**src/rtl/sound_mix_filter.sv**
```systemverilog
// Two-source sound mixer: per-source Q4.4 gain on one time-shared multiplier,
// saturating sum and an optional first-order IIR low-pass on each output-rate strobe.
module sound_mix_filter #(
    parameter int FILT_SHIFT = 3
) (
    input  logic        clk_sys,
    input  logic        reset,
    input  logic        ce_sample_i,
    input  logic [15:0] fm_in_i,
    input  logic [15:0] pcm_in_i,
    input  logic [7:0]  fm_gain_i,
    input  logic [7:0]  pcm_gain_i,
    input  logic        filt_en_i,
    output logic [15:0] sample_out_o,
    output logic        sample_valid_o,
    output logic [7:0]  clip_count_o,
    output logic        overrun_o
);

    localparam int AW = 16 + FILT_SHIFT;

    typedef enum logic [2:0] {IDLE, MUL_FM, MUL_PCM, SUM, FILT, OUT} state_t;

    state_t state_q, state_d;
    logic signed [15:0]   fm_q, fm_d, pcm_q, pcm_d;
    logic [7:0]           fmGain_q, fmGain_d, pcmGain_q, pcmGain_d;
    logic                 filtEn_q, filtEn_d;
    logic signed [20:0]   pf_q, pf_d, pp_q, pp_d;
    logic signed [15:0]   x_q, x_d;
    logic signed [AW-1:0] acc_q, acc_d;
    logic [15:0]          sampleOut_q, sampleOut_d;
    logic [7:0]           clipCount_q, clipCount_d;
    logic                 overrun_q, overrun_d;

    logic signed [15:0]   mulA;
    logic [7:0]           mulB;
    logic signed [24:0]   mulProd;
    logic signed [20:0]   mulShift;
    logic signed [21:0]   sumFull;
    logic signed [15:0]   sumSat;
    logic                 sumClipped;
    logic signed [AW+1:0] accExt;
    logic signed [AW+1:0] accNext;

    // One multiplier serves both paths; the FSM state picks the operands.
    assign mulA     = (state_q == MUL_PCM) ? pcm_q : fm_q;
    assign mulB     = (state_q == MUL_PCM) ? pcmGain_q : fmGain_q;
    assign mulProd  = $signed({{9{mulA[15]}}, mulA}) * $signed({17'b0, mulB});
    assign mulShift = 21'(mulProd >>> 4);

    assign sumFull = $signed({pf_q[20], pf_q}) + $signed({pp_q[20], pp_q});

    always_comb begin
        sumSat     = 16'(sumFull);
        sumClipped = 1'b0;
        if (sumFull > 22'sd32767) begin
            sumSat     = 16'sh7FFF;
            sumClipped = 1'b1;
        end else if (sumFull < -22'sd32768) begin
            sumSat     = 16'sh8000;
            sumClipped = 1'b1;
        end
    end

    // Two guard bits keep acc + x - (acc >>> FILT_SHIFT) free of intermediate wrap.
    assign accExt  = (AW+2)'(acc_q);
    assign accNext = accExt + (AW+2)'(x_q) - (accExt >>> FILT_SHIFT);

    always_comb begin
        state_d        = state_q;
        fm_d           = fm_q;
        pcm_d          = pcm_q;
        fmGain_d       = fmGain_q;
        pcmGain_d      = pcmGain_q;
        filtEn_d       = filtEn_q;
        pf_d           = pf_q;
        pp_d           = pp_q;
        x_d            = x_q;
        acc_d          = acc_q;
        sampleOut_d    = sampleOut_q;
        clipCount_d    = clipCount_q;
        overrun_d      = overrun_q;
        sample_valid_o = 1'b0;

        if (ce_sample_i && state_q != IDLE) begin
            overrun_d = 1'b1;
        end

        case (state_q)
            IDLE: begin
                if (ce_sample_i) begin
                    fm_d      = fm_in_i;
                    pcm_d     = pcm_in_i;
                    fmGain_d  = fm_gain_i;
                    pcmGain_d = pcm_gain_i;
                    filtEn_d  = filt_en_i;
                    state_d   = MUL_FM;
                end
            end
            MUL_FM: begin
                pf_d    = mulShift;
                state_d = MUL_PCM;
            end
            MUL_PCM: begin
                pp_d    = mulShift;
                state_d = SUM;
            end
            SUM: begin
                x_d = sumSat;
                if (sumClipped && clipCount_q != 8'hFF) begin
                    clipCount_d = clipCount_q + 8'd1;
                end
                state_d = FILT;
            end
            FILT: begin
                // sample_out is loaded here so the new value appears in the OUT cycle.
                if (filtEn_q) begin
                    acc_d       = AW'(accNext);
                    sampleOut_d = 16'(accNext >>> FILT_SHIFT);
                end else begin
                    acc_d       = AW'(x_q) <<< FILT_SHIFT;
                    sampleOut_d = x_q;
                end
                state_d = OUT;
            end
            OUT: begin
                sample_valid_o = 1'b1;
                state_d        = IDLE;
            end
            default: state_d = IDLE;
        endcase
    end

    always_ff @(posedge clk_sys) begin
        if (reset) begin
            state_q     <= IDLE;
            fm_q        <= '0;
            pcm_q       <= '0;
            fmGain_q    <= '0;
            pcmGain_q   <= '0;
            filtEn_q    <= 1'b0;
            pf_q        <= '0;
            pp_q        <= '0;
            x_q         <= '0;
            acc_q       <= '0;
            sampleOut_q <= '0;
            clipCount_q <= '0;
            overrun_q   <= 1'b0;
        end else begin
            state_q     <= state_d;
            fm_q        <= fm_d;
            pcm_q       <= pcm_d;
            fmGain_q    <= fmGain_d;
            pcmGain_q   <= pcmGain_d;
            filtEn_q    <= filtEn_d;
            pf_q        <= pf_d;
            pp_q        <= pp_d;
            x_q         <= x_d;
            acc_q       <= acc_d;
            sampleOut_q <= sampleOut_d;
            clipCount_q <= clipCount_d;
            overrun_q   <= overrun_d;
        end
    end

    assign sample_out_o = sampleOut_q;
    assign clip_count_o = clipCount_q;
    assign overrun_o    = overrun_q;

endmodule

```
**config.mk**
```make
export PLATFORM = sky130hd
export DESIGN_NAME = sound_mix_filter
export DESIGN_NICKNAME = d
export VERILOG_FILES = /design/src/rtl/sound_mix_filter.sv
export SDC_FILE = /design/constraint.sdc
export NUM_CORES = 1
export LEC_CHECK = 0
export CELL_PAD_IN_SITES_DETAIL_PLACEMENT = 1
export CELL_PAD_IN_SITES_GLOBAL_PLACEMENT = 1
export CORE_MARGIN = 8
export CORE_UTILIZATION = 42
export DETAILED_ROUTE_END_ITERATION = 16
export HOLD_SLACK_MARGIN = 0.03
export PLACE_DENSITY = 0.88
export SYNTH_ARGS = -nofsm -noshare
export SYNTH_HDL_FRONTEND = slang
export SYNTH_SLANG_ARGS = --single-unit
```
**constraint.sdc**
```tcl
create_clock -name clk_sys -period 6.7 [get_ports clk_sys]
set_clock_uncertainty 0.1 [all_clocks]
set_input_delay 1.675 -clock clk_sys [delete_from_list [all_inputs] [get_ports clk_sys]]
set_output_delay 1.675 -clock clk_sys [all_outputs]
set_load 0.05 [all_outputs]
```
==> run metrics <==
Cell Area, Synth 0.01264 mm^2; number of DRC markers in iteration 0 559; worst-skew pair later-pin latency 440 ps; Top FF cell, synth dfxtp_1; Final min period 6380 ps; 1st-pass router iterations 5; leakage power 6.470 nW; # rows 63; Post-Route WL 38530 um; first-pass GRT wire length 63050 um; largest net degree at the start of global routing 97; CTS buffer count 17; post-route clock period utilization 95.23%; Syn Area/Cell 7.964 um^2; worst IR drop on VDD 0.1831 mV; share of layout cells above drive strength 1 5.532%; placed insts 2004; Reg clk slew, reported paths 60 ps; final non-filler cell total 2035; Remaining DRCs 0; Die ar. 0.03590 mm^2; Final GP Congestion 0.9533; Multi-input gate area 0.008668 mm^2; storage element area 0.002763 mm^2; Die Wd 189.5 um; #FFs+latches synth 138; vias in the first global route 12360; register area share after synthesis 21.86%; number of cells on the critical path 23; crit-path leading delay family adder cells; Slew HR 19.34%; Die Height 189.5 um; Max stage delay cell, worst path fa_1; critical path, cell by cell buf_4, nor3b_2, buf_4, nand2_1, nand2_1, nand2_1, fa_1, fa_1, inv_1, fa_1, inv_1, fa_1, inv_1, ha_1, nand2_1, o21ai_0, a22o_1, o41ai_2, buf_4, o31ai_1, o41a_1, nor4b_1, a211o_1; via density per instance 5.428; Post-synth EDFFs 0; WP data arrival 6600 ps; worst-path maximum fanout 14; crit end category register; post-CTS sizing 0; syn nets 1849; Synth Instances 1587; global route overflow 0; clock root cell clkbuf_16; port bufs 77; pwr dens 201.1 mW/mm^2; Area Overhead vs Synth 13.98%; clk buf depth 2; Slew Limit Fails 0; DP Wirelength 29580 um; CTS tree built; worst path buffer plus inverter count 6; Antenna Cells 0; placed instance area 0.01377 mm^2; initial antenna violation count 0; postcts setup bufs 0; initial core utilization 42.64%; WP data required 6920 ps; path type of the worst min-delay path reg2reg; Synth area leaders dfxtp_1 22%, fa_1 19%, nand2_1 8.9%, ha_1 8.8%, inv_1 6.6%; Yosys top cell area share 21.86%; CP max stage delay 540 ps; WHS 353.9 ps; Core ar. 0.02964 mm^2; max_cap viols 0; # setup viols final 0; Final Hold Viols 0; final std cell area, no fill 0.01441 mm^2; fmax 156.7 MHz; remaining antenna violation count 0; Ports 78; Avg WL per Cell 18.93 um; Slew @ Worst Pin 1210 ps; FILL cells 3611; CTS Sinks 138; hold_buf cts 0; unrepaired setup endpoints after global routing false; status complete, no violations; Cells on Worst Hold Path 2; aggregate global-route resource usage 21.60%; critical setup path kind reg2reg; Async SR Flop Fraction 0%; total negative slack 0 ps; Layout Nets 1895; post-synth top area cell dfxtp_1; Netlist cell types 71; total number of vias 11046; # H-tree levels 4; depth of the most critical reg-to-reg path 23; Warnings, synthesis 0; critical path launch point type register
## cell usage after synthesis (all sizes together) (6+ instances only)
cell type    n
o21a         7
mux2         7
nor3        14
xor2        13
nand2b      13
a211oi      43
inv        223
a21oi      135
a21o        18
nand3b      11
mux2i       32
nand3       20
fa         121
o21ai       33
dfxtp      138
buf         31
nand2      300
ha          89
and2         6
nor2       137
clkbuf      52
xnor2       39
nor2b       16
o21bai      10
## per-layer routing
metal / track usage [%] / up-vias / wire length [um]
li1: - / 5203 / -
met1: 23.19 / 5451 / 15370
met2: 40.17 / 268 / 20100
met3: 3.845 / 124 / 1354
met4: 10.49 / 0 / 1696
met5: 0 / - / 0
## through the flow
stage / worst slack, ps / total power [mW] / util, %
floorplan: 60.47 / 1.583 / -
global placement: 443.4 / 1.801 / 46.45
detailed placement: 219.3 / 1.857 / 46.45
CTS: 124.7 / 2.897 / 48.55
global route: 88.27 / 3.034 / 48.60
finish: 319.5 / 2.897 / 48.60
## flip-flops by register name (all words and copies together) (netlist names), 8 cells and up
| register | cells |
|---|---|
| pf_q | 21 |
| x_q | 16 |
| acc_q | 19 |
| fmGain_q | 8 |
| clip_count_o | 8 |
| pp_q | 21 |
| pcmGain_q | 8 |
| fm_q | 16 |
| pcm_q | 16 |
## cell type report
type | instances | share of cell area [%]
Clock buffer | 21 | 3.335
Timing Repair Buffer | 110 | 7.140
Multi-Input combinational cell | 1143 | 60.18
Sequential cell | 138 | 19.18
Tap cell | 390 | 3.387
Clock inverter | 10 | 0.9728
Inverter | 223 | 5.811
## path summary, 6_finish.rpt
kind | slack [ps] | end | from
worst max-delay path | 320 | pp_q[19] | state_q[1]
worst max register to register | 320 | pp_q[19] | state_q[1]
worst min-delay path | 350 | pcm_q[2] | pcm_q[2]
worst min register to register | 350 | pcm_q[2] | pcm_q[2]
## layout by cell type (no fill, tap or decap), types with 12 or more instances in the layout
cell type	synthesis	final
nor3_1	14	14
ha_1	89	89
nand2b_1	13	13
buf_4	20	33
nor2_1	137	137
a21oi_1	133	132
nand2_1	300	300
nor2b_1	16	16
clkbuf_16	0	17
a21o_1	18	18
mux2i_1	32	31
nand3_1	20	20
clkdlybuf4s50_1	0	76
o21ai_0	29	29
xnor2_1	39	39
xor2_1	12	12
a211oi_1	41	41
fa_1	121	121
dfxtp_1	138	138
inv_1	223	223
## cells by family after synthesis
logic type / Yosys count / share of synthesized area, %
mux: 39 / 3.158
buf+inv: 306 / 9.761
fa+ha+maj: 210 / 27.98
compound gates: 294 / 15.05
flops: 138 / 21.86
xor+xnor: 52 / 3.663
simple gates: 548 / 18.53
## power by group
part / switching, mW / internal, mW / leakage, nW
clock network: 0.410 / 0.624 / 0.298
logic: 0.591 / 0.368 / 5.05
registers: 0.0363 / 0.868 / 1.12
## worst min-delay path, cell delays in order, from the launching register on
cell     delay (ps)
dfxtp_1         310
nand2_1          50
a21oi_1          50
(Power assumes the default switching activity.)
